==> src/rtl/hist_frame_ctrl.sv <==
// Frame sequencer for one external histogram accumulator: clears it, gates samples in,
// tracks count and wrap-around, and hands the frame result downstream over valid/ready.
module hist_frame_ctrl #(
  parameter int DATA_WIDTH = 14,
  parameter int CNT_WIDTH  = 20
) (
  input  logic                  clk,
  input  logic                  arstn,
  input  logic                  frame_start,
  input  logic                  frame_end,
  input  logic [DATA_WIDTH-1:0] in_data,
  input  logic                  in_valid,
  output logic                  in_ready,
  output logic                  acc_clear,
  output logic                  acc_valid,
  output logic [DATA_WIDTH-1:0] acc_data,
  input  logic [DATA_WIDTH-1:0] acc_q,
  output logic [DATA_WIDTH-1:0] res_data,
  output logic [CNT_WIDTH-1:0]  res_count,
  output logic                  res_ovf,
  output logic                  res_valid,
  input  logic                  res_ready,
  output logic                  busy,
  output logic                  frame_err
);

  typedef enum logic [2:0] {
    S_IDLE   = 3'd0,
    S_CLEAR  = 3'd1,
    S_ACCUM  = 3'd2,
    S_DRAIN  = 3'd3,
    S_REPORT = 3'd4
  } state_t;

  // Carry out of the unsigned sum, i.e. the accumulator is about to wrap.
  function automatic logic add_carry(input logic [DATA_WIDTH-1:0] a,
                                     input logic [DATA_WIDTH-1:0] b);
    logic [DATA_WIDTH:0] s;
    s = {1'b0, a} + {1'b0, b};
    return s[DATA_WIDTH];
  endfunction

  state_t                r_state;
  state_t                w_next;
  logic                  w_err;
  logic                  w_accept;
  logic                  r_pend;
  logic [CNT_WIDTH-1:0]  r_cnt;
  logic                  r_ovf;
  logic [DATA_WIDTH-1:0] r_res_data;
  logic [CNT_WIDTH-1:0]  r_res_count;
  logic                  r_res_ovf;
  logic                  r_err;

  assign w_accept = (r_state == S_ACCUM) && in_valid;

  // Next-state decode and protocol-violation detection.
  always_comb begin
    w_next = r_state;
    w_err  = 1'b0;
    case (r_state)
      S_IDLE: begin
        if (frame_start) begin
          w_next = S_CLEAR;
        end else if (frame_end) begin
          w_err = 1'b1;
        end else begin
          w_next = S_IDLE;
        end
      end
      S_CLEAR: begin
        w_next = S_ACCUM;
        w_err  = frame_start | frame_end;
      end
      S_ACCUM: begin
        if (frame_end) begin
          w_next = S_DRAIN;
        end else begin
          w_next = S_ACCUM;
        end
        w_err = frame_start;
      end
      S_DRAIN: begin
        w_next = S_REPORT;
        w_err  = frame_start | frame_end;
      end
      S_REPORT: begin
        w_err = frame_end;
        if (res_ready) begin
          w_next = (r_pend | frame_start) ? S_CLEAR : S_IDLE;
        end else begin
          w_next = S_REPORT;
        end
      end
      default: begin
        w_next = S_IDLE;
      end
    endcase
  end

  // State, pending start request and error pulse registers.
  always_ff @(posedge clk or negedge arstn) begin
    if (!arstn) begin
      r_state <= S_IDLE;
      r_pend  <= 1'b0;
      r_err   <= 1'b0;
    end else begin
      r_state <= w_next;
      r_err   <= w_err;
      if (w_next == S_CLEAR) begin
        r_pend <= 1'b0;
      end else if ((r_state == S_REPORT) && frame_start) begin
        r_pend <= 1'b1;
      end
    end
  end

  // Per-frame sample counter (saturating) and sticky wrap flag.
  always_ff @(posedge clk or negedge arstn) begin
    if (!arstn) begin
      r_cnt <= {CNT_WIDTH{1'b0}};
      r_ovf <= 1'b0;
    end else if (r_state == S_CLEAR) begin
      r_cnt <= {CNT_WIDTH{1'b0}};
      r_ovf <= 1'b0;
    end else if (w_accept) begin
      if (!(&r_cnt)) begin
        r_cnt <= r_cnt + {{(CNT_WIDTH-1){1'b0}}, 1'b1};
      end
      r_ovf <= r_ovf | add_carry(acc_q, in_data);
    end
  end

  // Result capture once the accumulator has absorbed the last sample.
  always_ff @(posedge clk or negedge arstn) begin
    if (!arstn) begin
      r_res_data  <= {DATA_WIDTH{1'b0}};
      r_res_count <= {CNT_WIDTH{1'b0}};
      r_res_ovf   <= 1'b0;
    end else if (r_state == S_DRAIN) begin
      r_res_data  <= acc_q;
      r_res_count <= r_cnt;
      r_res_ovf   <= r_ovf;
    end
  end

  assign in_ready  = (r_state == S_ACCUM);
  assign acc_clear = (r_state == S_CLEAR);
  assign acc_valid = w_accept;
  assign acc_data  = in_data;
  assign res_valid = (r_state == S_REPORT);
  assign busy      = (r_state != S_IDLE);
  assign res_data  = r_res_data;
  assign res_count = r_res_count;
  assign res_ovf   = r_res_ovf;
  assign frame_err = r_err;

endmodule

==> config.mk <==
export PLATFORM = sky130hd
export DESIGN_NAME = hist_frame_ctrl
export DESIGN_NICKNAME = d
export VERILOG_FILES = /design/src/rtl/hist_frame_ctrl.sv
export SDC_FILE = /design/constraint.sdc
export NUM_CORES = 1
export LEC_CHECK = 0
export ABC_AREA = 1
export CORE_ASPECT_RATIO = 0.8
export CORE_MARGIN = 4
export CORE_UTILIZATION = 30
export CTS_CLUSTER_DIAMETER = 50
export DETAILED_ROUTE_END_ITERATION = 8
export SYNTH_ARGS = -nofsm -noshare
export SYNTH_HDL_FRONTEND = slang
export SYNTH_SLANG_ARGS = --single-unit
export TNS_END_PERCENT = 50
==> constraint.sdc <==
create_clock -name clk -period 1.5 [get_ports clk]
set_input_delay 0.45 -clock clk [delete_from_list [all_inputs] [get_ports clk]]
set_output_delay 0.45 -clock clk [all_outputs]
set_load 0.02 [all_outputs]
== After elaboration in Yosys (flattened, before gate mapping) ==
Cells that the tools add are included.
Word-level totals
  flip-flop bits (word level): 61
  memories: 0
  output and inout bits: 55
  bits in writable memories: 0
  memory bits (read-only): 0
  bits in latches: 0
Operators by class
  reduce and logical (&&, ||, !) cells: 9
  div/mod/pow operators: 0
  multipliers: 0
  equal/unequal tests: 6
  shift operators: 0
  add/subtract/negate cells: 2
  mux-type cells: 16
  magnitude comparators: 0
  bitwise operators: 3
Operators with widths (count)
  two-way mux 20 bit: 3
  adder 20 x 1 -> 20 bit, second input constant: 1
  AND reduction 20 bit: 1
  adder 14 x 14 -> 15 bit: 1
  case mux 3 bit (5 select lines): 1
  two-way mux 3 bit: 3
  two-way mux 1 bit: 8
  equality test 3 x 1 -> 1 bit, second input constant: 2
  equality test 3 x 2 -> 1 bit, second input constant: 2
  case mux 1 bit (4 select lines): 1
  nonzero test 2 bit: 2
  equality test 3 bit, second input constant: 1
  zero test 3 bit: 1
  OR 1 bit: 3
  nonzero test 3 bit: 1
  logical AND 1 bit: 2
  inequality test 2 bit, second input constant: 1
  AND reduction 2 bit: 1
  OR reduction 2 bit: 1

== Logic depth before layout (Yosys ltp) ==
  depth in word-level cells: 6
  depth in mapped cells: 11
  depth with buffers taken out: 9

== Least setup slack after synthesis ==
Ideal clock, no wire load.
  kind: reg-to-reg
  start: register r_state[2]
  end: register r_cnt[12]
  data arrival time: 1.447 ns
  cell stages (with the launch flop): 11
  library setup time: 0.119 ns
  slack: -0.065 ns
  buffers on the path: 2
  required time: 1.381 ns
  cell sequence: dfrtp_1 -> inv_2 -> nand2_1 -> nor2_2 -> inv_2 -> o21ai_1 -> nand2_2 -> buf_6 -> buf_12 -> nand2_2 -> o21ai_2
On the way
  elaborated cells between the ends (all ways): 7
RTL lines
  from (decl): line 43  | state_t r_state;
  from (signal assigned): line 108  | r_state <= w_next;
  equality test 3 x 1 -> 1 bit *
  named net acc_clear: line 14  | output logic acc_clear,
  inequality test 2 bit (no source line) or nonzero test 2 bit (tied branches)
  AND reduction 2 bit (no source line)
  to (signal assigned): line 121  | r_cnt <= {CNT_WIDTH{1'b0}};
  to (signal assigned): line 124  | r_cnt <= {CNT_WIDTH{1'b0}};
  to (signal assigned): line 128  | r_cnt <= r_cnt + {{(CNT_WIDTH-1){1'b0}}, 1'b1};
  to (decl): line 48  | logic [CNT_WIDTH-1:0] r_cnt;
The timed path passes the listed nets; every way through them passes the cells marked *.
A chain may end at the register's enable or synchronous reset.

== Worst setup path in the final report ==
  start: register r_state[1]
  end: output acc_clear
On the way
  cells in the longest elaborated chain, start to end: 1
RTL lines
  equality test 3 x 1 -> 1 bit: line 148  | assign acc_clear = (r_state == S_CLEAR);
  to (decl): line 14
No other way between the ends.

==> results.cfg <==
[drt]
route.vias.total = 3011
drt-wirelength-per-cell_um = 13.4
dr.pass1.iters = 5
drt_wl_total_um = 9080
drt_iter0_markers = 121
antenna_left = 0
drcViolationCount = 0
routed_via_density = 4.45

[outcome]
outcome = finished with violations
violations = setup timing

[placement]
dp_cells = 655
post-place-ws_ps = -653
io_buffers = 88
place.gp.congestion = 0.835
hpwl_um = 6670

[global_route]
grt_start_max_net_pins = 62
grt_usage_pct = 14.3
grt_pass1_vias = 3096
overflow = 0
grt_pass1_wl_um = 14800
antenna_found_initial = 0

[synth]
synth.cell_area_sq_um = 3340
ys_seq_area_share_pct = 45.8
synth_cell_types = 32
avgSynthCellArea_sq_um = 8.60
synth-seq-cells = 61
syn_nets = 436
synthTopCellsByCount = nand2_1 (103), dfrtp_1 (61), inv_1 (35)
synth_top_area_share_pct = 45.8
synth_edf_count = 0
synth.largest_area_cell = dfrtp_1
synth-main-ff-cell = dfrtp_1
yosys_warnings = 0
synth_cells = 388
synth.most_common_cell = nand2_1
synth_area_leaders = dfrtp_1 (46%), nand2_1 (12%), mux2_2 (6.4%)
async_flop_share_pct = 100

[final_layout]
drive_gt1_share_pct = 36.3
finish.utilization_pct = 49.6
fin_nets = 578
area_growth_pct = 61.3
fin_cells = 676
diodes = 0
num-fill-cells = 1000

[cts]
cts_max_level = 3
cts_inserted_buffers = 9
cts_tree = done
cts_root_buffer = clkbuf_16
cts-hold-fix-buffers = 0
clockBufferDepth = 2
clk_pin_slew_ps = 50
clk_latency_ps = 330
clock_sinks = 61

[timing]
layout_setup_ws_ps = -116
hold_violations = 0
post-route-period-util_pct = 108
relSlewSlack_pct = 77.3
drv_slew = 0
rsz0062_at_grt = yes
fin_skew_ps = 7.68
setup_viol_count_final = 22
tns_ps = -855
worstMarginPinSlew_ps = 340
fmax_mhz = 619
fin_crit_ps = 1620

[critical_path]
worstPathArrival_ps = 1170
r2r-end = r_cnt[6]$_DFFE_PN0P_
cp_max_fo = 3
required_ps = 1050
reg2reg_from = r_cnt[1]$_DFFE_PN0P_
reg2reg_depth = 10
crit_type = register to output pin
r2r_slack_ps = -50
cp-end-kind = output pin
cp-start-kind = register

[floorplanning]
core-area_sq_um = 10800
chipHeight_um = 102
start_util_pct = 30.7
pin_count = 89
row_count = 34
die_area_sq_um = 12900
die_w_um = 126

[pwr]
power.total_uw = 7740
power_density_nw_per_um2 = 1440
ir_worst_vdd_v = 0.000635
power.static_leakage_uw = 0.00256

[worst_hold_path]
hold_path_class = primary input to asynchronous set/reset pin

[flow_run]
cap_violations = 0
## how the worst max path moves through the flow
stage,from,endpoint,slack (ps),cells past startpoint
floorplan,r_cnt[1]$_DFFE_PN0P_,r_cnt[4]$_DFFE_PN0P_,-50,10
global placement,in_valid,acc_valid,-650,4
detailed placement,in_valid,acc_valid,-650,4
CTS,r_state[2]$_DFF_PN0_,acc_valid,-180,4
global route,r_state[2]$_DFF_PN0_,acc_valid,-170,4
finish,r_state[1]$_DFF_PN0_,acc_clear,-120,3
## critical path: stages, from the launching register on
cell and delay (ps):
dfrtp_2 440, buf_6 130, nor2_4 130, buf_6 130
## metrics by stage
| step | cell area [sq um] | hold slack (ps) |
|---|---|---|
| floorplan | 3350 | 154 |
| global placement | 4720 | 466 |
| detailed placement | 4720 | 472 |
| CTS | 5030 | 137 |
| global route | 5380 | 148 |
| finish | 5380 | 123 |
## state kept, by name (all words and copies together), names as in the netlist
signal,count
r_state,3
r_ovf,1
r_pend,1
res_data,14
r_cnt,20
res_ovf,1
res_count,20
frame_err,1
## cell type report
| class | instances | area (sq um) | area share, % |
|---|---|---|---|
| Multi-Input combinational cell | 266 | 1750 | 32.6 |
| Sequential cell | 61 | 1530 | 28.4 |
| Tap cell | 144 | 180 | 3.35 |
| Timing Repair Buffer | 154 | 1490 | 27.7 |
| Clock buffer | 11 | 253 | 4.70 |
| Clock inverter | 2 | 35.0 | 0.651 |
| Inverter | 38 | 143 | 2.65 |
## cells by family after synthesis
logic type	share of synthesized area, %
and+or+nand+nor	22.8
buffers and inverters	9.26
DFF	45.8
AOI/OAI and AO/OA	9.15
muxes	6.41
adders and majority gates	5.25
xor gates and xnor gates	1.31
## layout by cell type, fill, tap and decap left out, types with 5 or more instances in the layout
cell type        instances
dlymetal6s2s_1          12
nand2_2                 21
a21oi_1                  8
o21ai_2                 11
o21ai_0                 21
inv_2                    9
nand2_1                 86
ha_4                     7
ha_1                     7
mux2_2                  19
inv_1                   29
nand3_1                 19
nor2_4                   7
clkbuf_16               10
nor2_1                  17
dfrtp_1                 60
buf_4                   55
clkdlybuf4s15_1         37
nand2_4                  8
clkdlybuf4s50_1          5
buf_6                   26
dlygate4sd2_1           14
xor2_1                   5
o21ai_1                 10
## power breakdown
part / switching [uW] / leakage [uW] / internal (uW)
clock network: 684 / 0.000143 / 1340
logic: 1840 / 0.00162 / 1640
registers: 212 / 0.000802 / 2020
## what timing repair did
item                                    4_1_cts  5_1_grt
gates resized for setup                     182       95
buffers inserted                              2        7
endpoints found under the setup margin       75       58
cloned                                        0        1
pin swaps                                     7       30
## per-layer routing
layer	share of wire (%)	wire (um)	global-route usage [%]	up-vias
li1	-	-	-	1526
met4	0.28	25	3.79	0
met3	5.7	517	4.81	2
met2	48	4320	23.3	79
met5	0	0	0	-
met1	46	4220	18.5	1404
(Power assumes the default switching activity.)
